`config.mk`:
```
export PLATFORM = sky130hd
export DESIGN_NAME = vc_input_unit_flat
export DESIGN_NICKNAME = d
export VERILOG_FILES = /design/src/rtl/vr_pkg.sv /design/src/rtl/vc_input_unit_if.sv /design/src/rtl/vc_fifo.sv /design/src/rtl/vc_input_unit.sv /design/src/flat_wrapper.sv
export SDC_FILE = /design/constraint.sdc
export NUM_CORES = 1
export LEC_CHECK = 0
export ABC_AREA = 0
export ABC_CLOCK_PERIOD_IN_PS = 4680
export CAP_MARGIN = 25
export CELL_PAD_IN_SITES_DETAIL_PLACEMENT = 1
export CELL_PAD_IN_SITES_GLOBAL_PLACEMENT = 1
export CORE_UTILIZATION = 30
export DETAILED_ROUTE_END_ITERATION = 16
export DONT_BUFFER_PORTS = 1
export PLACE_DENSITY_LB_ADDON = 0.1
export SYNTH_ARGS = -nofsm -noshare
export SYNTH_HDL_FRONTEND = slang
export SYNTH_HIERARCHICAL = 1
export SYNTH_SLANG_ARGS = --single-unit
```
`constraint.sdc`:
```
create_clock -name clk -period 4.68 [get_ports clk]
set_input_delay 0.936 -clock clk [delete_from_list [all_inputs] [get_ports clk]]
set_output_delay 0.936 -clock clk [all_outputs]
set_load 0.005 [all_outputs]
```
`src/rtl/vr_pkg.sv`:
```
// vr_pkg: flit type codes, type-field position and VC state shared by the VC router blocks.
package vr_pkg;
    localparam int FLIT_DATA_WIDTH = 32;
    localparam int FLIT_TYPE_W = 2;

    typedef enum logic [FLIT_TYPE_W-1:0] {
        FLIT_BODY     = 2'b00,
        FLIT_HEAD     = 2'b01,
        FLIT_TAIL     = 2'b10,
        FLIT_HEADTAIL = 2'b11
    } flit_type_t;

    typedef enum logic [1:0] {
        VC_IDLE   = 2'd0,
        VC_ACTIVE = 2'd1,
        VC_DRAIN  = 2'd2
    } vc_state_t;
endpackage

```
`src/rtl/vc_input_unit_if.sv`:
```
// vc_input_unit_if: flit input, pop request and per-VC status bundle of one router input port.
interface vc_input_unit_if #(
    parameter int NUM_VC = 4,
    parameter int FLIT_WIDTH = vr_pkg::FLIT_DATA_WIDTH
);
    localparam int VCW = $clog2(NUM_VC);
    logic [FLIT_WIDTH-1:0]        in_data;
    logic                         in_valid;
    logic [VCW-1:0]               in_vc;
    logic                         in_ready;
    logic                         rd_en;
    logic [VCW-1:0]               rd_vc;
    logic [NUM_VC*FLIT_WIDTH-1:0] vc_head_data;
    logic [NUM_VC-1:0]            vc_valid;
    logic [NUM_VC-1:0]            vc_idle;
    logic [NUM_VC-1:0]            upstr_credit;
    logic                         proto_err;

    modport master (
        output in_data, in_valid, in_vc, rd_en, rd_vc,
        input  in_ready, vc_head_data, vc_valid, vc_idle, upstr_credit, proto_err
    );
    modport slave (
        input  in_data, in_valid, in_vc, rd_en, rd_vc,
        output in_ready, vc_head_data, vc_valid, vc_idle, upstr_credit, proto_err
    );
endinterface

```
`src/rtl/vc_fifo.sv`:
```
// vc_fifo: single-VC flit FIFO; a push and pop in the same cycle are legal even when full.
module vc_fifo
    import vr_pkg::*;
#(
    parameter int DEPTH = 4,
    parameter int FLIT_WIDTH = FLIT_DATA_WIDTH
) (
    input  logic                      clk,
    input  logic                      reset,
    input  logic                      i_push,
    input  logic                      i_pop,
    input  logic [FLIT_WIDTH-1:0]     i_data,
    output logic [FLIT_WIDTH-1:0]     o_data,
    output logic                      o_full,
    output logic                      o_empty,
    output logic [$clog2(DEPTH):0]    o_count
);
    localparam int AW = $clog2(DEPTH);
    logic [FLIT_WIDTH-1:0] r_mem [DEPTH];
    logic [AW-1:0]         r_wr_ptr;
    logic [AW-1:0]         r_rd_ptr;
    logic [AW:0]           r_count;

    always_ff @(posedge clk)
        if (i_push) r_mem[r_wr_ptr] <= i_data;

    always_ff @(posedge clk or posedge reset)
        if (reset) begin
            r_wr_ptr <= '0;
            r_rd_ptr <= '0;
            r_count  <= '0;
        end else begin
            if (i_push) r_wr_ptr <= r_wr_ptr + AW'(1);
            if (i_pop) r_rd_ptr <= r_rd_ptr + AW'(1);
            r_count <= r_count + (AW+1)'(i_push) - (AW+1)'(i_pop);
        end

    assign o_data  = r_mem[r_rd_ptr];
    assign o_full  = r_count == (AW+1)'(DEPTH);
    assign o_empty = r_count == '0;
    assign o_count = r_count;
endmodule

```
`src/rtl/vc_input_unit.sv`:
```
// vc_input_unit: per-port input unit holding NUM_VC flit FIFOs with wormhole state,
// credit return, optional local VC allocation and sticky protocol-error detection.
module vc_input_unit
    import vr_pkg::*;
#(
    parameter int NUM_VC = 4,
    parameter int DEPTH = 4,
    parameter int FLIT_WIDTH = FLIT_DATA_WIDTH,
    parameter bit ALLOC_LOCAL = 1'b0
) (
    input  logic           clk,
    input  logic           reset,
    vc_input_unit_if.slave bus
);
    localparam int VCW = $clog2(NUM_VC);
    localparam int CW = $clog2(DEPTH) + 1;

    flit_type_t        w_type;
    logic              w_is_head;
    logic [VCW-1:0]    w_free_vc;
    logic [VCW-1:0]    w_tgt;
    logic [VCW-1:0]    r_cur_vc;
    logic              r_open;
    logic              r_err;
    logic              w_ready;
    logic              w_ok;
    logic              w_take;
    logic              w_wr;
    logic [NUM_VC-1:0] w_full;
    logic [NUM_VC-1:0] w_empty;
    logic [NUM_VC-1:0] w_idle;
    logic [NUM_VC-1:0] w_pop;
    logic [NUM_VC-1:0] w_push;
    logic [NUM_VC-1:0] r_credit;

    assign w_type    = flit_type_t'(bus.in_data[FLIT_WIDTH-1 -: FLIT_TYPE_W]);
    assign w_is_head = w_type == FLIT_HEAD || w_type == FLIT_HEADTAIL;

    always_comb begin
        w_free_vc = '0;
        for (int i = NUM_VC - 1; i >= 0; i--)
            if (w_idle[i]) w_free_vc = VCW'(i);
    end

    assign w_tgt   = ALLOC_LOCAL ? (w_is_head ? w_free_vc : r_cur_vc) : bus.in_vc;
    assign w_ready = ALLOC_LOCAL ? (r_open ? (!w_full[r_cur_vc] || w_pop[r_cur_vc]) : |w_idle) : 1'b1;
    // A head must open an idle VC; body/tail must continue a packet; space may come from a same-cycle pop.
    assign w_ok    = (w_is_head ? w_idle[w_tgt] : !w_idle[w_tgt])
                   && (!ALLOC_LOCAL || (w_is_head != r_open))
                   && (!w_full[w_tgt] || w_pop[w_tgt]);
    assign w_take  = bus.in_valid && w_ready;
    assign w_wr    = w_take && w_ok;

    for (genvar v = 0; v < NUM_VC; v++) begin : g_vc
        logic [CW-1:0] w_count;
        vc_state_t     r_state;
        assign w_pop[v]  = bus.rd_en && bus.rd_vc == VCW'(v) && !w_empty[v];
        assign w_push[v] = w_wr && w_tgt == VCW'(v);
        assign w_idle[v] = r_state == VC_IDLE;
        vc_fifo #(.DEPTH(DEPTH), .FLIT_WIDTH(FLIT_WIDTH)) u_fifo (
            .clk     (clk),
            .reset   (reset),
            .i_push  (w_push[v]),
            .i_pop   (w_pop[v]),
            .i_data  (bus.in_data),
            .o_data  (bus.vc_head_data[v*FLIT_WIDTH +: FLIT_WIDTH]),
            .o_full  (w_full[v]),
            .o_empty (w_empty[v]),
            .o_count (w_count)
        );
        always_ff @(posedge clk or posedge reset)
            if (reset) r_state <= VC_IDLE;
            else if (w_push[v] && r_state == VC_IDLE) r_state <= w_type == FLIT_HEADTAIL ? VC_DRAIN : VC_ACTIVE;
            else if (w_push[v] && r_state == VC_ACTIVE && w_type == FLIT_TAIL) r_state <= VC_DRAIN;
            else if (r_state == VC_DRAIN && w_pop[v] && !w_push[v] && w_count == CW'(1)) r_state <= VC_IDLE;
    end

    always_ff @(posedge clk or posedge reset)
        if (reset) begin
            r_open   <= 1'b0;
            r_cur_vc <= '0;
            r_credit <= '0;
            r_err    <= 1'b0;
        end else begin
            r_credit <= w_pop;
            r_err    <= r_err | (w_take && !w_ok);
            if (w_wr && w_is_head) begin
                r_cur_vc <= w_free_vc;
                r_open   <= w_type == FLIT_HEAD;
            end else if (w_wr && w_type == FLIT_TAIL) r_open <= 1'b0;
        end

    assign bus.in_ready     = w_ready;
    assign bus.vc_valid     = ~w_empty;
    assign bus.vc_idle      = w_idle;
    assign bus.upstr_credit = r_credit;
    assign bus.proto_err    = r_err;
endmodule
```
`src/flat_wrapper.sv`:
```
// flat-port wrapper written by rule: the top's interface ports become plain ports
module vc_input_unit_flat import vr_pkg::*;
#(
    parameter int NUM_VC = 4,
    parameter int DEPTH = 4,
    parameter int FLIT_WIDTH = FLIT_DATA_WIDTH,
    parameter bit ALLOC_LOCAL = 1'b0
)
  (clk, reset, bus_in_data, bus_in_valid, bus_in_vc, bus_rd_en, bus_rd_vc, bus_in_ready, bus_vc_head_data, bus_vc_valid, bus_vc_idle, bus_upstr_credit, bus_proto_err);
  vc_input_unit_if #(.NUM_VC(NUM_VC), .FLIT_WIDTH(FLIT_WIDTH)) bus_i ();
  input  logic clk;
  input  logic reset;
  input wire logic [$bits(bus_i.in_data)-1:0] bus_in_data;
  input wire logic [$bits(bus_i.in_valid)-1:0] bus_in_valid;
  input wire logic [$bits(bus_i.in_vc)-1:0] bus_in_vc;
  input wire logic [$bits(bus_i.rd_en)-1:0] bus_rd_en;
  input wire logic [$bits(bus_i.rd_vc)-1:0] bus_rd_vc;
  output wire logic [$bits(bus_i.in_ready)-1:0] bus_in_ready;
  output wire logic [$bits(bus_i.vc_head_data)-1:0] bus_vc_head_data;
  output wire logic [$bits(bus_i.vc_valid)-1:0] bus_vc_valid;
  output wire logic [$bits(bus_i.vc_idle)-1:0] bus_vc_idle;
  output wire logic [$bits(bus_i.upstr_credit)-1:0] bus_upstr_credit;
  output wire logic [$bits(bus_i.proto_err)-1:0] bus_proto_err;
  assign bus_i.in_data = bus_in_data;
  assign bus_i.in_valid = bus_in_valid;
  assign bus_i.in_vc = bus_in_vc;
  assign bus_i.rd_en = bus_rd_en;
  assign bus_i.rd_vc = bus_rd_vc;
  assign bus_in_ready = bus_i.in_ready;
  assign bus_vc_head_data = bus_i.vc_head_data;
  assign bus_vc_valid = bus_i.vc_valid;
  assign bus_vc_idle = bus_i.vc_idle;
  assign bus_upstr_credit = bus_i.upstr_credit;
  assign bus_proto_err = bus_i.proto_err;
  vc_input_unit #(.NUM_VC(NUM_VC), .DEPTH(DEPTH), .FLIT_WIDTH(FLIT_WIDTH), .ALLOC_LOCAL(ALLOC_LOCAL)) u_core (.clk(clk), .reset(reset), .bus(bus_i));
endmodule
```
==> reports/summary.txt <==
fraction of layout cells with a size suffix above 1 - 25.8%
hold violation count in the final report - 0
DIE WIDTH - 268 um
initial antenna violation count - 0
CP Capture Type - output pin
Reg power frac - 44.8%
Syn Area/Cell - 23.2 um^2
clk slew on worst S/H paths - 60 ps
Mapped Nets - 981
DP HPWL - 36700 um
row cnt - 97
critical path launch point type - register
Power per Cell Area - 584 nW/um^2
via count - 9159
combinational share of power - 19.2%
Area growth, synth to finish - 15.5%
Final setup viols - 0
cts repair resizes - 0
core area - 69900 um^2
most frequent cells in the layout - edfxtp_1, mux4_2, clkbuf_16, inv_1, dfrtp_1
cell internal pwr - 10.2 mW
drt first pass iters - 6
worst vdd ir - 0.218 mV
Setup Buffers After CTS - 0
Final min period - 3540 ps
Layout Nets - 1044
switching power - 4.04 mW
CTS root buf - clkbuf_16
routability cong. - 0.715
max-slew violations - 0
fin crit share - 75.6%
final antenna-violating net count - 0
reg2reg start - u_core/g_vc[0].u_fifo/o_count[1]$_DFF_PP0_
Post-Synthesis Cells - 913
vias in the first global route - 9727
Vias/cell - 4.66
CP Class - register to output pin
Total Power - 14.3 mW
clock power share - 36.0%
drt initial violations - 542
Slew HR - 33.1%
CTS tree - yes
Setup Skew - 17.4 ps
FFs w/ async S/R, synth - 7.41%
synth warn - 6
outcome - complete, no violations
Post-synth EDFFs - 512
initial core utilization - 30.3%
commonest non-fill, non-tap cell in the layout - edfxtp_1
cell area after synthesis - 21200 um^2
I/O Pins - 182
Remaining DRCs - 0
hold buffers post-CTS - 0
worst-margin pin slew - 1000 ps
post-synthesis sequential area ratio - 77.5%
Synth cell types - 45
CP startpoint - u_core/g_vc[0].u_fifo/r_rd_ptr[0]$_DFFE_PP0P_
TNS Setup - 0 ps
grt ovf - 0
htree depth - 3
maximum clock rate - 0.283 GHz
Die Ht - 268 um
CTS Buf Count - 66
Worst EP arrival - 2600 ps
GRT Util Overall - 15.5%
Die Area - 71600 um^2
switch share - 28.3%
# clock sinks - 553
first-pass GRT wire length - 76900 um
WP data required - 3740 ps
Worst-Skew Late Latency - 580 ps
CTS Buffer Depth - 3
RSZ-0062 raised after global routing - no
MaxCap Viol Count - 0
largest net degree at the start of global routing - 34
ys flop type - edfxtp_1
flops & latches, synth - 553
port bufs - 0
layout filler cell count - 6812
leakage power - 7.92 nW
Hold Path Class - input port to asynchronous set/reset pin
mean routed wirelength per cell - 27.7 um
total wire length - 54400 um
Max FO, Critical Path - 21
## path summary, 6_finish.rpt
path / depth (start not counted) / slack [ps] / end
hold / removal: 1 / 180 / u_core/g_vc[2].u_fifo/r_wr_ptr[0]$_DFFE_PP0P_
hold reg to reg: 1 / 490 / u_core/bus.proto_err$_DFF_PP0_
min in group clk: 0 / 450 / u_core/g_vc[1].u_fifo/r_mem[1][9]$_DFFE_PP_
max in group asynchronous: 1 / 4020 / u_core/g_vc[2].r_state[0]$_DFFE_PP0P_
setup / recovery: 2 / 1140 / bus_vc_head_data[24]
setup reg to reg: 7 / 1410 / u_core/g_vc[3].u_fifo/r_mem[1][17]$_DFFE_PP_
## cells by family (layout without fill, tap and decap cells)
family / count (synthesis) / count (layout) / share of synthesized area, %
flops: 553 / 553 / 77.5
mux: 130 / 130 / 14.1
simple gates: 74 / 74 / 2.01
buf+inv: 73 / 183 / 2.46
fa+ha+maj: 28 / 28 / 1.80
compound gates: 28 / 28 / 1.05
xor+xnor: 26 / 26 / 1.08
other cells: 1 / 2 / 0.0177
## critical path: stages, from the launching register on
cell and delay, ps:
dfrtp_2 890, buf_4 440, mux4_2 640
## final cells by class
type                    count  area [um^2]  area share, %
diodes                      1         2.50         0.0102
clock buffers              82         1780           7.26
clock inverters            33          390           1.60
inverters                  37          139          0.568
multi-input cells         287         4270           17.4
flip-flops and latches    553        16400           67.1
well taps                 940         1180           4.81
repair buffers             31          290           1.19
## per-layer routing
metal	part of all wire (%)	vias up	global-route usage, %
li1	-	3899	-
met1	44	4970	20.7
met2	47	223	24.1
met3	7.1	67	4.81
met4	1.9	0	4.49
met5	0	-	0
## Yosys cell counts, drive strengths merged, types with 3 or more instances
cell	instances	area (um^2)
a21oi	6	33.8
o21ai	5	25.0
nor3b	4	30.0
nand2	15	56.3
mux4	130	2990
nand3b	3	22.5
xnor2	12	105
xor2	14	123
ha	24	300
nor4b	5	43.8
dfrtp	41	1030
edfxtp	512	15400
and3	5	31.3
and2	16	100
nor2	8	30.0
a31oi	3	18.8
inv	37	139
nor2b	3	18.8
fa	4	80.1
buf	31	363
clkbuf	5	18.8
nor3	7	35.0
## registers in the layout, summed over array words and instances (netlist names)
register,flops
u_core/bus.proto_err,1
u_core/g_vc.u_fifo/r_rd_ptr,8
u_core/g_vc.u_fifo/o_count,12
u_core/g_vc.u_fifo/r_wr_ptr,8
u_core/g_vc.u_fifo/r_mem,512
u_core/g_vc.r_state,8
u_core/bus.upstr_credit,4
## power groups by stage
stage               Combinational, mW  Sequential, mW  Clock (mW)
floorplan                        2.40            5.97           0
global placement                 2.73            6.63           0
detailed placement               2.87            6.53           0
CTS                              2.88            6.44        5.30
global route                     2.99            6.49        5.47
finish                           2.75            6.39        5.14
## metrics by stage
step / instance area [um^2] / instances / util [%] / hold WS (ps) / worst slack, ps
6_report: 24500 / 1964 / 35.0 / 184 / 1140
5_1_grt: 24400 / 1963 / 35.0 / 179 / 965
2_1_floorplan: 21200 / 913 / - / 451 / 1260
4_1_cts: 24400 / 1963 / 35.0 / 153 / 1000
3_3_place_gp: 22200 / 1846 / 31.8 / 492 / 978
3_5_place_dp: 22300 / 1848 / 31.9 / 487 / 970
No activity file was read; power rests on OpenSTA's default activity.
